File: config.mk
export PLATFORM = sky130hd
export DESIGN_NAME = pipe_stage_reg
export DESIGN_NICKNAME = d
export VERILOG_FILES = /design/src/rtl/pipe_pkg.sv /design/src/rtl/pipe_skid_entry.sv /design/src/rtl/pipe_stage_reg.sv
export SDC_FILE = /design/constraint.sdc
export NUM_CORES = 1
export LEC_CHECK = 0
export ABC_AREA = 1
export BUFFER_PORTS_ARGS = -buffer_cell sky130_fd_sc_hd__buf_2
export CAP_MARGIN = 20
export CORE_MARGIN = 1
export CORE_UTILIZATION = 49
export CTS_CLUSTER_DIAMETER = 80
export DETAILED_ROUTE_END_ITERATION = 16
export PLACE_DENSITY = 0.91
export SYNTH_ARGS = -nofsm -noshare
export SYNTH_HDL_FRONTEND = slang
export SYNTH_SLANG_ARGS = --single-unit
File: constraint.sdc
create_clock -name clk -period 3.6 [get_ports clk]
set_input_delay 0.18 -clock clk [delete_from_list [all_inputs] [get_ports clk]]
set_output_delay 0.18 -clock clk [all_outputs]
set_load 0.1 [all_outputs]
File: src/rtl/pipe_pkg.sv
// Shared types and constants for the CPU pipeline stage registers.
package pipe_pkg;

  // Stage occupancy state; the encoding doubles as the occupancy count.
  typedef enum logic [1:0] {
    ST_EMPTY = 2'd0,
    ST_ONE   = 2'd1,
    ST_TWO   = 2'd2
  } pipe_state_e;

  localparam int OCC_W    = 2;

  localparam int IF_ID_W  = 64;
  localparam int ID_EX_W  = 160;
  localparam int EX_MEM_W = 112;
  localparam int MEM_WB_W = 72;

endpackage

File: src/rtl/pipe_skid_entry.sv
// One payload register with load enable and asynchronous reset to RESET_VAL.
module pipe_skid_entry #(
  parameter int               WIDTH     = 32,
  parameter logic [WIDTH-1:0] RESET_VAL = '0
) (
  input  logic             clk,
  input  logic             rst_n,
  input  logic             load,
  input  logic [WIDTH-1:0] d,
  output logic [WIDTH-1:0] q
);

  logic [WIDTH-1:0] data_r;

  // Payload storage; holds its value unless load is asserted.
  always_ff @(posedge clk or negedge rst_n) begin
    if (!rst_n) begin
      data_r <= RESET_VAL;
    end else if (load) begin
      data_r <= d;
    end else begin
      data_r <= data_r;
    end
  end

  assign q = data_r;

endmodule

File: src/rtl/pipe_stage_reg.sv
// Pipeline stage register with valid/ready handshake, flush and hold.
// Define PIPE_REG_SKID_EN for the two-entry skid variant with registered in_ready.
module pipe_stage_reg
  import pipe_pkg::*;
#(
  parameter int               WIDTH     = 32,
  parameter logic [WIDTH-1:0] RESET_VAL = '0
) (
  input  logic             clk,
  input  logic             rst_n,
  input  logic             in_valid,
  output logic             in_ready,
  input  logic [WIDTH-1:0] in_data,
  output logic             out_valid,
  input  logic             out_ready,
  output logic [WIDTH-1:0] out_data,
  input  logic             flush,
  input  logic             hold,
  output logic [OCC_W-1:0] occ
);

  pipe_state_e      state_r;
  pipe_state_e      state_nxt_s;
  logic             main_valid_s;
  logic             in_fire_s;
  logic             out_fire_s;
  logic             main_load_s;
  logic [WIDTH-1:0] main_d_s;
  logic [WIDTH-1:0] main_q_s;
`ifdef PIPE_REG_SKID_EN
  logic             skid_valid_s;
  logic             skid_load_s;
  logic [WIDTH-1:0] skid_q_s;
`endif

  // Occupancy state register.
  always_ff @(posedge clk or negedge rst_n) begin
    if (!rst_n) begin
      state_r <= ST_EMPTY;
    end else begin
      state_r <= state_nxt_s;
    end
  end

  // Next-state: flush wins over everything, including an accept in the same cycle.
  always_comb begin
    state_nxt_s = state_r;
    if (flush) begin
      state_nxt_s = ST_EMPTY;
    end else begin
      case (state_r)
        ST_EMPTY: begin
          if (in_fire_s) state_nxt_s = ST_ONE;
          else           state_nxt_s = ST_EMPTY;
        end
        ST_ONE: begin
`ifdef PIPE_REG_SKID_EN
          if (in_fire_s && !out_fire_s)      state_nxt_s = ST_TWO;
          else if (!in_fire_s && out_fire_s) state_nxt_s = ST_EMPTY;
          else                               state_nxt_s = ST_ONE;
`else
          if (!in_fire_s && out_fire_s) state_nxt_s = ST_EMPTY;
          else                          state_nxt_s = ST_ONE;
`endif
        end
        ST_TWO: begin
          if (out_fire_s) state_nxt_s = ST_ONE;
          else            state_nxt_s = ST_TWO;
        end
        default: state_nxt_s = ST_EMPTY;
      endcase
    end
  end

  // Handshake outputs and data-register load enables.
  always_comb begin
    main_valid_s = (state_r != ST_EMPTY);
`ifdef PIPE_REG_SKID_EN
    skid_valid_s = (state_r == ST_TWO);
    // Depends only on registered state, so out_ready never reaches in_ready.
    in_ready     = ~skid_valid_s & ~hold;
`else
    in_ready     = (~main_valid_s | out_ready) & ~hold;
`endif
    out_valid    = main_valid_s & ~hold;
    in_fire_s    = in_valid & in_ready;
    out_fire_s   = out_valid & out_ready;
    main_load_s  = ~flush & (((state_r == ST_EMPTY) & in_fire_s)
                           | ((state_r == ST_ONE) & in_fire_s & out_fire_s)
                           | ((state_r == ST_TWO) & out_fire_s));
`ifdef PIPE_REG_SKID_EN
    skid_load_s  = ~flush & (state_r == ST_ONE) & in_fire_s & ~out_fire_s;
    if (state_r == ST_TWO) begin
      main_d_s = skid_q_s;
    end else begin
      main_d_s = in_data;
    end
`else
    main_d_s     = in_data;
`endif
  end

  pipe_skid_entry #(
    .WIDTH     (WIDTH),
    .RESET_VAL (RESET_VAL)
  ) u_main (
    .clk   (clk),
    .rst_n (rst_n),
    .load  (main_load_s),
    .d     (main_d_s),
    .q     (main_q_s)
  );

`ifdef PIPE_REG_SKID_EN
  pipe_skid_entry #(
    .WIDTH     (WIDTH),
    .RESET_VAL (RESET_VAL)
  ) u_skid (
    .clk   (clk),
    .rst_n (rst_n),
    .load  (skid_load_s),
    .d     (in_data),
    .q     (skid_q_s)
  );
`endif

  assign out_data = main_q_s;
  assign occ      = state_r;

endmodule
# --- Yosys cells after proc, flatten, opt, wreduce, memory -nomap -nowiden ---
# Index checks and enable logic that the tools add are counted.
word_totals:
  reg_bits: 34
  in_bits: 38
  output_inout_bits: 36
  wordCells: 28
classes:
  n_eq_ne: 2
  n_mux: 5
  bitwise_logic: 15
  n_reduce_logical: 4
op_table:
  columns: ["operator", "n"]
  rows:
  - ["$and 1x1->1", 9]
  - ["$pmux 2 s3", 1]
  - ["$mux 2", 2]
  - ["$not 1->1", 3]
  - ["$or 1x1->1", 3]
  - ["$eq 2x1->1 const B", 1]
  - ["$eq 2x2->1 const B", 1]
  - ["$logic_not 2->1", 1]
  - ["$mux 1", 2]
  - ["$reduce_bool 2->1", 1]
  - ["$logic_and 1x1->1", 1]
  - ["$logic_not 1->1", 1]

# --- Longest topological paths before layout ---
logic_depth:
  depth_word: 10
  depth_mapped: 8
  ltp_nobuf: 7

# --- Modules after synthesis ---
# A second synthesis with hierarchy kept.
unflattened:
  cells_unflattened: 159
  area_unflattened_um2: 1435.1
modules_own_cells:
  columns: ["module", "n_inst", "cells_each", "area_each_um2", "seq_area_each_um2"]
  rows:
  - ["pipe_skid_entry", 1, 136, 1292.5, 800.8]
  - ["pipe_stage_reg", 1, 23, 142.6, 50.0]

# --- Worst setup path before layout ---
# Ideal clock, no wire load.
synth_path:
  path_kind: "reg-to-output"
  from: "register state_r[1], in the netlist occ[1]"
  to: "output port in_ready"
  t_arrival_ps: 2708
  required_ps: 3420
  setup_slack_ps: 712
  path_stages_with_launch: 3
  path_buffers: 0
  path_cell_list: "dfrtp_1 -> or2_2 -> a21oi_1"
synth_via:
  elab_chain_cells: 4
synth_lines:
  columns: ["item", "line_no", "rtl"]
  rows:
  - ["start, declared", "pipe_stage_reg.sv:22", "pipe_state_e state_r;"]
  - ["start signal, assigned", "pipe_stage_reg.sv:41", "state_r <= state_nxt_s;"]
  - ["$reduce_bool 2->1", "pipe_stage_reg.sv:77", "main_valid_s = (state_r != ST_EMPTY);"]
  - ["$not 1->1", "pipe_stage_reg.sv:83", "in_ready = (~main_valid_s | out_ready) & ~hold;"]
  - ["$or 1x1->1", "pipe_stage_reg.sv:83", null]
  - ["$and 1x1->1", "pipe_stage_reg.sv:83", null]
  - ["end, declared", "pipe_stage_reg.sv:12", "output logic in_ready,"]
# No other way between the ends.

# --- Worst setup path in the final report ---
# Ends and elaborated chain as after synthesis.

==> results.txt <==
* Starting DRT DRC Count: 13
* Proportion of power drawn by flip-flops and latches: 34.6%
- GR Overflow Total: 0
- CTS sink cnt: 34
* Max-cap viol count: 0
- Post-CTS setup buffer count: 0
- Setup violators final: 0
- Max Clock Freq: roughly 0.55 GHz
- The number of global-route vias before repair came to ~1200.
- The area growth from synthesis to layout is 26.4%.
* Xor/xnor cell area share of the yosys netlist: 0%
* Post-synthesis instance area: 1560 um2
* Final Max Tran Viols: 0
- Placeable core region: 3030 um2
- Net Sw Power: roughly 0.00073 W
- Row generation in the floorplan step produced 20 rows.
- Counting every net in the synthesized netlist gives just under 200.
- The number of clock buffers added by TritonCTS is 5.
- In this run the register-to-register setup slack is 1.99 ns.
- Root buffer selected by CTS: sky130_fd_sc_hd__clkbuf_4
* Internal power consumption: a little under 0.0007 W
- The synthesized design contains 34 register bits.
- Ratio of final minimum period to clock period: between 50% and 60%
- Maximum VDD drop: 318 uV
- Post-detailed-route wirelength per cell: ~11 um
- Synthesized-area fraction occupied by adder cells: 0%
* Area fraction of the dominant cell type after synthesis: 54.7%
- In the routed design, unresolved DRC markers number 0.
- In this run the power density over the cells is 715 nW/um2.
- Leaving out fill and tap cells, the most frequent cell in the layout is sky130_fd_sc_hd__buf_2.
- Before antenna repair, the detailed router went through 4 iterations.
- Summed over all cells, the static leakage comes to 1.14 nW.
- Synth unique cells: 20
- Clock skew after layout: a little over 0.004 ns
- Number of cell instances on the worst register-to-register path: 6
* Fraction of final layout cells with drive strength greater than 1: 50.2%
- The first global-routing pass estimated 5000 um of wire.
* Final weighted congestion in routability-driven placement: 0.817
* Clock insertion delay at the later pin of the skew report: between 0.3 and 0.4 ns
* Capturing point of the worst reg2reg path: u_main.q[0]
* RR Startpoint: occ[1]
- Summed over all instances, the cell type with the most area after synthesis is sky130_fd_sc_hd__dfrtp_1.
- Setup repair after global routing left no endpoint under its margin.
- The clock passes through at most 2 buffers.
- Run status: finished clean
* CP max FO: 7
- After synthesis, flip-flops and latches occupy a little over half of the total area.
- Summed over all failing endpoints, the final setup total negative slack is 0 ns.
- Net switching is between 50% and 60% of the power.
* Starting Density: 51.4%
- The cell count after synthesis came out at 160.
- The final layout contains between 200 and 300 nets.
- The Yosys step of the flow raised 0 warnings.
- Entering global routing, the biggest net connects 35 pins.
- Count of buffers inserted at the top-level ports: 73
- Clock slew at reported path FFs: about 0.10 ns
- TritonCTS built the clock tree.
* Commonest cells after routing, fill and taps aside: sky130_fd_sc_hd__buf_2, sky130_fd_sc_hd__nand2_1, sky130_fd_sc_hd__dfrtp_1
- The die covers 3410 um2.
* Main area contributors after synthesis: sky130_fd_sc_hd__dfrtp_1, sky130_fd_sc_hd__nand2_2, sky130_fd_sc_hd__nand3_1
* Simple-gate share of the synthesized area: between 30% and 40%
- Vias: between 1000 and 1500
* Die width: between 50 and 60 um
* Diodes inserted: 0
- IO Count: 74
- Worst Hold Class: input port to flip-flop
* Worst hold path depth: 3
- Height of the chip: between 50 and 60 um
* Cell area after layout: roughly 2000 um2
* Combinational cell fraction of total power: ~47%
- For the pin with the worst max-slew slack, the measured transition is around 0.7 ns.
- Critical setup path kind: flip-flop to output pin
- In the synthesized netlist, mux cells make up 0% of the area.
* GRT Overall Usage: 20.0%
- Dominant combinational cell family by area after synthesis: simple AND/OR/NAND/NOR gates
* Critical Path Source Type: flip-flop
- Number of vias per cell: ~4.7
* Nature of the critical path endpoint: output pin
* Per-instance average area after synthesis: 9.73 um2
- Data on the critical path is required at its endpoint by around 3.4 ns.
* Hold_sp: in_data[7]
- WP data arrival: between 1.5 and 2 ns
* DRT Wirelength: ~3100 um
* Tmin final: approximately 1.8 ns
* Max-slew headroom: between 50% and 60%
- Maximum level of the CTS H-tree: 2
- Detailed placement finished with a half-perimeter wire length of about 2200 um.
* Number of antenna violations at the first check in global routing: 0
- The final hold violation count was 0.
* ANT nets after route: 0
- Of the total power, the clock network draws around 18%.
- Total cell area at the placement stage: 1880 um2
- Hold Crit Endpoint: u_main.q[7]
- Summing the areas of all compound-gate instances in the mapped netlist gives 2.01% of the synthesized area.
## worst max-delay path, stage by stage, from the launching register on
cell and delay (ns):
sky130_fd_sc_hd__dfrtp_1 0.46, sky130_fd_sc_hd__or2_2 0.31, sky130_fd_sc_hd__a21oi_1 0.12, sky130_fd_sc_hd__buf_2 0.43
## area by class of cell
| type | count | area, um2 |
|---|---|---|
| clock buffer | 8 | 78.8 |
| fill | 275 | 1060 |
| inverter | 8 | 30.0 |
| multi-input combinational | 109 | 578 |
| sequential | 34 | 851 |
| tap | 44 | 55.1 |
| timing repair buffer | 74 | 375 |
## state kept, by name, summed over array words and instances (netlist names)
name,count
occ,2
u_main.q,32
## metal layers
| metal | vias up | part of all wire [%] | GRT usage [%] |
|---|---|---|---|
| li1 | 653 | - | - |
| met5 | - | 0 | 0 |
| met3 | 6 | 5.0 | 5.27 |
| met4 | 0 | 1.8 | 10.5 |
| met2 | 43 | 50 | 34.2 |
| met1 | 611 | 43 | 23.1 |
## metrics by stage
stage	util [%]	total power (W)	worst slack (ns)	cells	hold slack, ns
global placement	62.1	0.00115	2.05	268	0.273
CTS	65.0	0.00142	1.75	277	0.0583
finish	65.0	0.00141	1.78	277	0.0767
detailed placement	62.1	0.00116	1.99	268	0.278
floorplan	-	0.00105	0.712	160	-0.116
global route	65.0	0.00146	1.69	277	0.0504
## timing repair
action	in CTS	in global routing
endpoints found under the setup margin	0	0
hold endpoints to repair	34	0
gates resized for setup	0	0
hold buffers	1	0
## how the worst max path moves through the flow
stage,startpoint,to,slack [ns],cells past startpoint
after floorplan,occ[1],in_ready,0.71,2
after global placement,occ[1],u_main.q[7],2.05,6
after detailed placement,occ[1],u_main.q[0],1.99,6
after CTS,occ[1],in_ready,1.75,3
after global routing,occ[1],in_ready,1.69,3
final,occ[1],in_ready,1.78,3
## logic make-up (layout without fill, tap and decap cells)
kind of cell	count (synthesis)	count (layout)
buffers and inverters	17	90
flip-flops	34	34
AO/OA/AOI/OAI	5	5
AND/OR/NAND/NOR	104	104
## power by group through the flow
stage	combinational [W]	sequential, W	clock, W
2_1_floorplan	0.000102	0.000951	0
3_3_place_gp	0.000660	0.000493	0
3_5_place_dp	0.000668	0.000494	0
4_1_cts	0.000669	0.000487	0.000262
5_1_grt	0.000691	0.000494	0.000279
6_report	0.000665	0.000487	0.000255
## Yosys cell counts
cell type	instances
sky130_fd_sc_hd__inv_1	7
sky130_fd_sc_hd__nand2_1	34
sky130_fd_sc_hd__buf_4	3
sky130_fd_sc_hd__nor2_1	3
sky130_fd_sc_hd__buf_12	3
sky130_fd_sc_hd__nand2_2	30
sky130_fd_sc_hd__nand4_2	1
sky130_fd_sc_hd__or2_2	1
sky130_fd_sc_hd__o21bai_1	1
sky130_fd_sc_hd__a21oi_1	1
sky130_fd_sc_hd__nand3_1	32
sky130_fd_sc_hd__o21ai_0	1
sky130_fd_sc_hd__inv_2	1
sky130_fd_sc_hd__nand2_4	1
sky130_fd_sc_hd__buf_2	3
sky130_fd_sc_hd__o21ai_1	1
sky130_fd_sc_hd__dfrtp_1	34
sky130_fd_sc_hd__o2111ai_1	1
sky130_fd_sc_hd__nand2_8	1
sky130_fd_sc_hd__nand3_2	1
Power figures use the tool's default switching activity.
